**config.mk**
```make
export PLATFORM = sky130hd
export DESIGN_NAME = uart_word_receiver
export DESIGN_NICKNAME = d
export VERILOG_FILES = /design/src/rtl/uart_pkg.sv /design/src/rtl/uart_baud_tick.sv /design/src/rtl/uart_word_receiver.sv
export SDC_FILE = /design/constraint.sdc
export NUM_CORES = 1
export LEC_CHECK = 0
export BUFFER_PORTS_ARGS = -buffer_cell sky130_fd_sc_hd__buf_2
export CORE_UTILIZATION = 63
export CTS_CLUSTER_SIZE = 8
export DETAILED_ROUTE_END_ITERATION = 10
export GPL_TIMING_DRIVEN = 0
export HOLD_SLACK_MARGIN = 0.08
export PLACE_DENSITY = 0.81
export SLEW_MARGIN = 20
export SYNTH_ARGS = -nofsm -noshare
export SYNTH_HDL_FRONTEND = slang
export SYNTH_HIERARCHICAL = 1
export SYNTH_SLANG_ARGS = --single-unit
```
**constraint.sdc**
```tcl
create_clock -name Clock -period 5.6 [get_ports Clock]
set_input_delay 0.28 -clock Clock [delete_from_list [all_inputs] [get_ports Clock]]
set_output_delay 0.28 -clock Clock [all_outputs]
set_load 0.05 [all_outputs]
```
**src/rtl/uart_pkg.sv**
```systemverilog
// Shared UART definitions: receiver state encoding, data width and baud divider helper.
package uart_pkg;

  localparam int UART_DATA_BITS = 8;

  typedef enum logic [2:0] {
    RX_IDLE    = 3'd0,
    RX_START   = 3'd1,
    RX_DATA    = 3'd2,
    RX_STOP    = 3'd3,
    RX_RECOVER = 3'd4
  } rx_state_t;

  // Clocks per oversample tick; never less than one.
  function automatic int baud_div(input int clk, input int baud, input int os);
    int d;
    d = clk / (baud * os);
    if (d < 1) d = 1;
    return d;
  endfunction

endpackage

```
**src/rtl/uart_baud_tick.sv**
```systemverilog
// Free-running divider producing a one-cycle tick every DIV clocks.
module uart_baud_tick #(
  parameter int DIV = 1
) (
  input  logic Clock,
  input  logic rst,
  output logic tick
);

  localparam int W = (DIV > 1) ? $clog2(DIV) : 1;

  logic [W-1:0] cnt;

  always_ff @(posedge Clock or posedge rst) begin
    if (rst) begin
      cnt <= '0;
    end else if (cnt == W'(DIV - 1)) begin
      cnt <= '0;
    end else begin
      cnt <= cnt + W'(1);
    end
  end

  assign tick = (cnt == W'(DIV - 1));

endmodule

```
**src/rtl/uart_word_receiver.sv**
```systemverilog
// 8N1 receiver that packs BYTES_PER_WORD bytes (first byte in the low slot) into one word.
// Outputs are plain pulses, no handshake: word_valid marks the single cycle word_data changes.
module uart_word_receiver
  import uart_pkg::*;
#(
  parameter int CLK_FREQ       = 50_000_000,
  parameter int BAUD           = 115_200,
  parameter int OVERSAMPLE     = 16,
  parameter int BYTES_PER_WORD = 4
) (
  input  logic                          Clock,
  input  logic                          rst,
  input  logic                          RxD,
  output logic [8*BYTES_PER_WORD-1:0]   word_data,
  output logic                          word_valid,
  output logic                          frame_err,
  output logic                          rx_busy,
  output rx_state_t                     rx_state
);

  localparam int DIV    = baud_div(CLK_FREQ, BAUD, OVERSAMPLE);
  localparam int CNT_W  = $clog2(OVERSAMPLE);
  localparam int IDX_W  = (BYTES_PER_WORD > 1) ? $clog2(BYTES_PER_WORD) : 1;
  localparam int WORD_W = UART_DATA_BITS * BYTES_PER_WORD;

  logic                      tick;
  logic                      rx_s1, rx_s2, rx_s3;
  logic [1:0]                settle;
  logic                      fall;
  rx_state_t                 state;
  logic [CNT_W-1:0]          cnt;
  logic [2:0]                bit_idx;
  logic [IDX_W-1:0]          idx;
  logic [UART_DATA_BITS-1:0] shift;
  logic [WORD_W-1:0]         word_buf;
  logic [WORD_W-1:0]         assembled;

  uart_baud_tick #(.DIV(DIV)) u_tick (
    .Clock (Clock),
    .rst   (rst),
    .tick  (tick)
  );

  // The settle counter keeps the reset value of the synchroniser from looking like a
  // falling edge when the line is already low at reset release.
  always_ff @(posedge Clock or posedge rst) begin
    if (rst) begin
      rx_s1  <= 1'b1;
      rx_s2  <= 1'b1;
      rx_s3  <= 1'b1;
      settle <= 2'd0;
    end else begin
      rx_s1 <= RxD;
      rx_s2 <= rx_s1;
      rx_s3 <= rx_s2;
      if (settle != 2'd3) settle <= settle + 2'd1;
    end
  end

  assign fall = (settle == 2'd3) && rx_s3 && !rx_s2;

  always_comb begin
    assembled = word_buf;
    assembled[UART_DATA_BITS*int'(idx) +: UART_DATA_BITS] = shift;
  end

  always_ff @(posedge Clock or posedge rst) begin
    if (rst) begin
      state      <= RX_IDLE;
      cnt        <= '0;
      bit_idx    <= '0;
      idx        <= '0;
      shift      <= '0;
      word_buf   <= '0;
      word_data  <= '0;
      word_valid <= 1'b0;
      frame_err  <= 1'b0;
    end else begin
      word_valid <= 1'b0;
      frame_err  <= 1'b0;
      case (state)
        RX_IDLE: begin
          if (fall) begin
            state <= RX_START;
            cnt   <= '0;
          end
        end
        RX_START: begin
          if (tick) begin
            if (cnt == CNT_W'(OVERSAMPLE/2 - 1)) begin
              cnt     <= '0;
              bit_idx <= '0;
              state   <= rx_s2 ? RX_IDLE : RX_DATA;
            end else begin
              cnt <= cnt + CNT_W'(1);
            end
          end
        end
        RX_DATA: begin
          if (tick) begin
            if (cnt == CNT_W'(OVERSAMPLE - 1)) begin
              cnt   <= '0;
              shift <= {rx_s2, shift[UART_DATA_BITS-1:1]};
              if (bit_idx == 3'd7) state <= RX_STOP;
              else bit_idx <= bit_idx + 3'd1;
            end else begin
              cnt <= cnt + CNT_W'(1);
            end
          end
        end
        RX_STOP: begin
          if (tick) begin
            if (cnt == CNT_W'(OVERSAMPLE - 1)) begin
              cnt <= '0;
              if (rx_s2) begin
                state <= RX_IDLE;
                if (idx == IDX_W'(BYTES_PER_WORD - 1)) begin
                  word_data  <= assembled;
                  word_valid <= 1'b1;
                  word_buf   <= '0;
                  idx        <= '0;
                end else begin
                  word_buf <= assembled;
                  idx      <= idx + IDX_W'(1);
                end
              end else begin
                state     <= RX_RECOVER;
                frame_err <= 1'b1;
                word_buf  <= '0;
                idx       <= '0;
              end
            end else begin
              cnt <= cnt + CNT_W'(1);
            end
          end
        end
        RX_RECOVER: begin
          if (rx_s2) state <= RX_IDLE;
        end
        default: state <= RX_IDLE;
      endcase
    end
  end

  assign rx_busy  = (state != RX_IDLE);
  assign rx_state = state;

endmodule

```
==> reports/metrics.cfg <==
[cells_and_area]
final_nets=443
fillCellCount=432
fin_util_pct=76.0
multi_input_area_um2=1680
seq_area_um2=2210
area_growth_pct=13.3
insertedDiodeCount=0
drive_gt1_share_pct=26.0

[pwr]
ir_drop_mv=0.264
p_per_area_nw_per_um2=287
p_clk_share_pct=34.0
intPower_w=0.000935
seqPwrFrac_pct=50.9
p_sw_share_pct=29.6
cellLeakagePower_nw=2.23
power_switching_w=0.000394
p_comb_share_pct=15.1

[cts]
cts_root_buffer=clkbuf_8
cts_tree=yes
postCtsSetupBuffers=0
clockBufferDepth=2
clk_latency_ns=0.37
cts_buffers=9
cts_hold_buffers=2
cts_sinks=88
clkSlewWorstSetupHoldPaths_ns=0.10
cts_htree_levels=3
cts_resized=0

[yosys]
synth_area_leaders=dfrtp_1 52%, a21oi_1 4.3%, a22o_1 3.4%, ha_1 3.4%, mux2_2 3.3%
syn_nets=389
ys_seq_area_share_pct=53.9
synth_cells=375
synth.cell_area_um2=4090
ys_seq_elements=88
synth_edf_count=0
synth_area_per_cell_um2=10.9
synth.distinct_cells=57
yosysWarnings=6
synth_top_area_share_pct=52.0
yosys.area.top_type=dfrtp_1
async_reset_ff_share_pct=100
synthFlopType=dfrtp_1

[grt]
antenna_found_initial=0
grt_pass1_wl_um=12800
grt_usage_pct=25.9
grt-ovfl-total=0
grt_max_degree=60
grt_pass1_vias=2699

[setup_path]
end_kind=flop
cp.required_ns=5.87
crit_start=u_tick/cnt[0]
crit_path_max_fanout=8
critPathCapture=word_buf[8]
critPathSlowestCell=dfrtp_1
cp_slowest_stage_delay_ns=0.43
reg2reg_slack_ns=3.31
reg2regPathDepth=7
r2r-start=u_tick/cnt[0]
path_cells=inv_1 -> ha_1 -> and4b_1 -> nand4_1 -> nor3_2 -> o21ai_2 -> a22o_2
cp.arrival_ns=2.55
critPathLaunchType=flop
crit_type=flop to flop
worstReg2RegEnd=word_buf[8]

[detailed_routing]
drt-total-wl_um=8160
avgRoutedWirePerCell_um=16.0
first_iter_violations=112
first_pass_iters=4
vias=2982
vias_per_cell=5.86
antenna_left=0
drc=0

[floorplanning]
die_area_um2=6820
design.core.area_um2=6100
io_pins=41
initial_core_util_pct=67.1
die_h_um=82.6
num_rows=28
die_w_um=82.6

[run]
maxCapViolCount=0

[place]
post-dp-hpwl_um=5440
gp_congestion=0.825
io_buffers=40

[sta]
post-route-period-util_pct=40.8
fmax_mhz=438
finalSetupTns_ns=0
setup_viol=0
drv_slew=0
rsz0062_at_grt=false
finClkSkew_ns=0.0107
max_slew.worst_pin.slew_ns=0.608
final.min_clock_period_ns=2.29
hold_viol=0
slew_headroom_pct=59.4

[outcome]
status=completed

[worst_hold_path]
holdCritPathClass=flop to flop

## synth_stat cells, drive strengths merged, types with 3 or more instances
cell type  instances
nand2b             4
a22oi              6
nand2             19
mux2              12
nor2b             20
and4b              5
ha                11
and3               3
a31oi              3
clkbuf            11
nand3             10
buf               12
a22o              22
a21oi             41
dfrtp             85
dfstp              3
o21ai             20
and4               3
inv               16
and4bb             3
nor2              34
o22ai              3
## final cells by class
type	instances	share of cell area, %
Buffer	23	3.05
Sequential cell	88	47.6
Clock inverter	7	1.67
Tap cell	75	2.02
Multi-Input combinational cell	248	36.3
Clock buffer	9	2.67
Timing Repair Buffer	43	5.34
Inverter	16	1.35
## metrics by stage
stage	setup WS (ns)	cells	power [W]	instance area [µm²]	hold slack (ns)
3_3_place_gp	2.26	490	0.000875	4380	0.192
4_1_cts	3.34	509	0.00134	4640	0.361
5_1_grt	3.13	509	0.00138	4640	0.363
3_5_place_dp	3.35	491	0.000886	4410	0.226
6_report	3.31	509	0.00133	4640	0.360
2_1_floorplan	3.19	375	0.000841	4090	0.0585
## kinds of logic after synthesis
group	count (synthesis)	synth area share, %
DFF	88	53.9
muxes	12	3.30
AOI/OAI and AO/OA	105	17.3
adders and majority gates	11	3.36
and+or+nand+nor	119	16.9
xor gates and xnor gates	1	0.214
buffers and inverters	39	4.92
## layout by cell type (no fill, tap or decap), types with 4 or more instances in the layout
cell      netlist  final
buf_6           5      5
o21ai_0        16     16
a22o_1         16     16
nor2b_1        20     20
dfrtp_1        85     85
buf_2           4     44
nand2_1        19     19
clkbuf_1       10     10
inv_6           0      4
nor2_1         32     32
and4b_1         4      4
a22o_2          6      6
clkbuf_8        0      9
a22oi_1         6      6
mux2_2         12     12
nand2b_1        4      4
a21oi_1        35     35
nand3_1        10     10
inv_1          16     15
ha_1           11     11
a21oi_2         6      6
## critical path: cells and delay by family, from the launching register on
| kind | cells | cell delay, ns |
|---|---|---|
| compound gates | 2 | 0.46 |
| fa+ha+maj | 1 | 0.19 |
| buf+inv | 1 | 0.07 |
| flops | 1 | 0.43 |
| simple gates | 3 | 1.04 |
## how the worst min path moves through the flow
| stage | from | slack (ns) | cells past startpoint | end |
|---|---|---|---|---|
| after global placement | rst | 0.19 | 2 | u_tick/cnt[0] |
| final | rx_s1 | 0.36 | 0 | rx_s2 |
| after global routing | rx_s1 | 0.36 | 0 | rx_s2 |
| after CTS | rx_s1 | 0.36 | 0 | rx_s2 |
| after detailed placement | rst | 0.23 | 2 | u_tick/cnt[1] |
| after floorplan | rst | 0.06 | 1 | u_tick/cnt[0] |
## sequential cells by signal, indices dropped and copies added (netlist names)
signal      flops
idx             2
rx_s3           1
u_tick/cnt      5
cnt             4
settle          2
rx_state        3
shift           8
bit_idx         3
word_valid      1
word_buf       24
word_data      32
frame_err       1
rx_s1           1
rx_s2           1
## power groups by stage
stage	Sequential [W]	Combinational, W	Clock (W)
6_report	0.000677	0.000200	0.000452
3_5_place_dp	0.000689	0.000198	0
3_3_place_gp	0.000687	0.000189	0
4_1_cts	0.000676	0.000199	0.000461
2_1_floorplan	0.000707	0.000133	0
5_1_grt	0.000679	0.000219	0.000483
## metal layers
metal / track usage (%) / part of all wire, % / vias to the layer above
met5: 0 / 0 / -
met4: 8.28 / 1.5 / 0
met3: 5.60 / 4.6 / 9
met2: 40.0 / 46 / 58
met1: 36.6 / 48 / 1470
li1: - / - / 1445
Power figures use the tool's default switching activity.
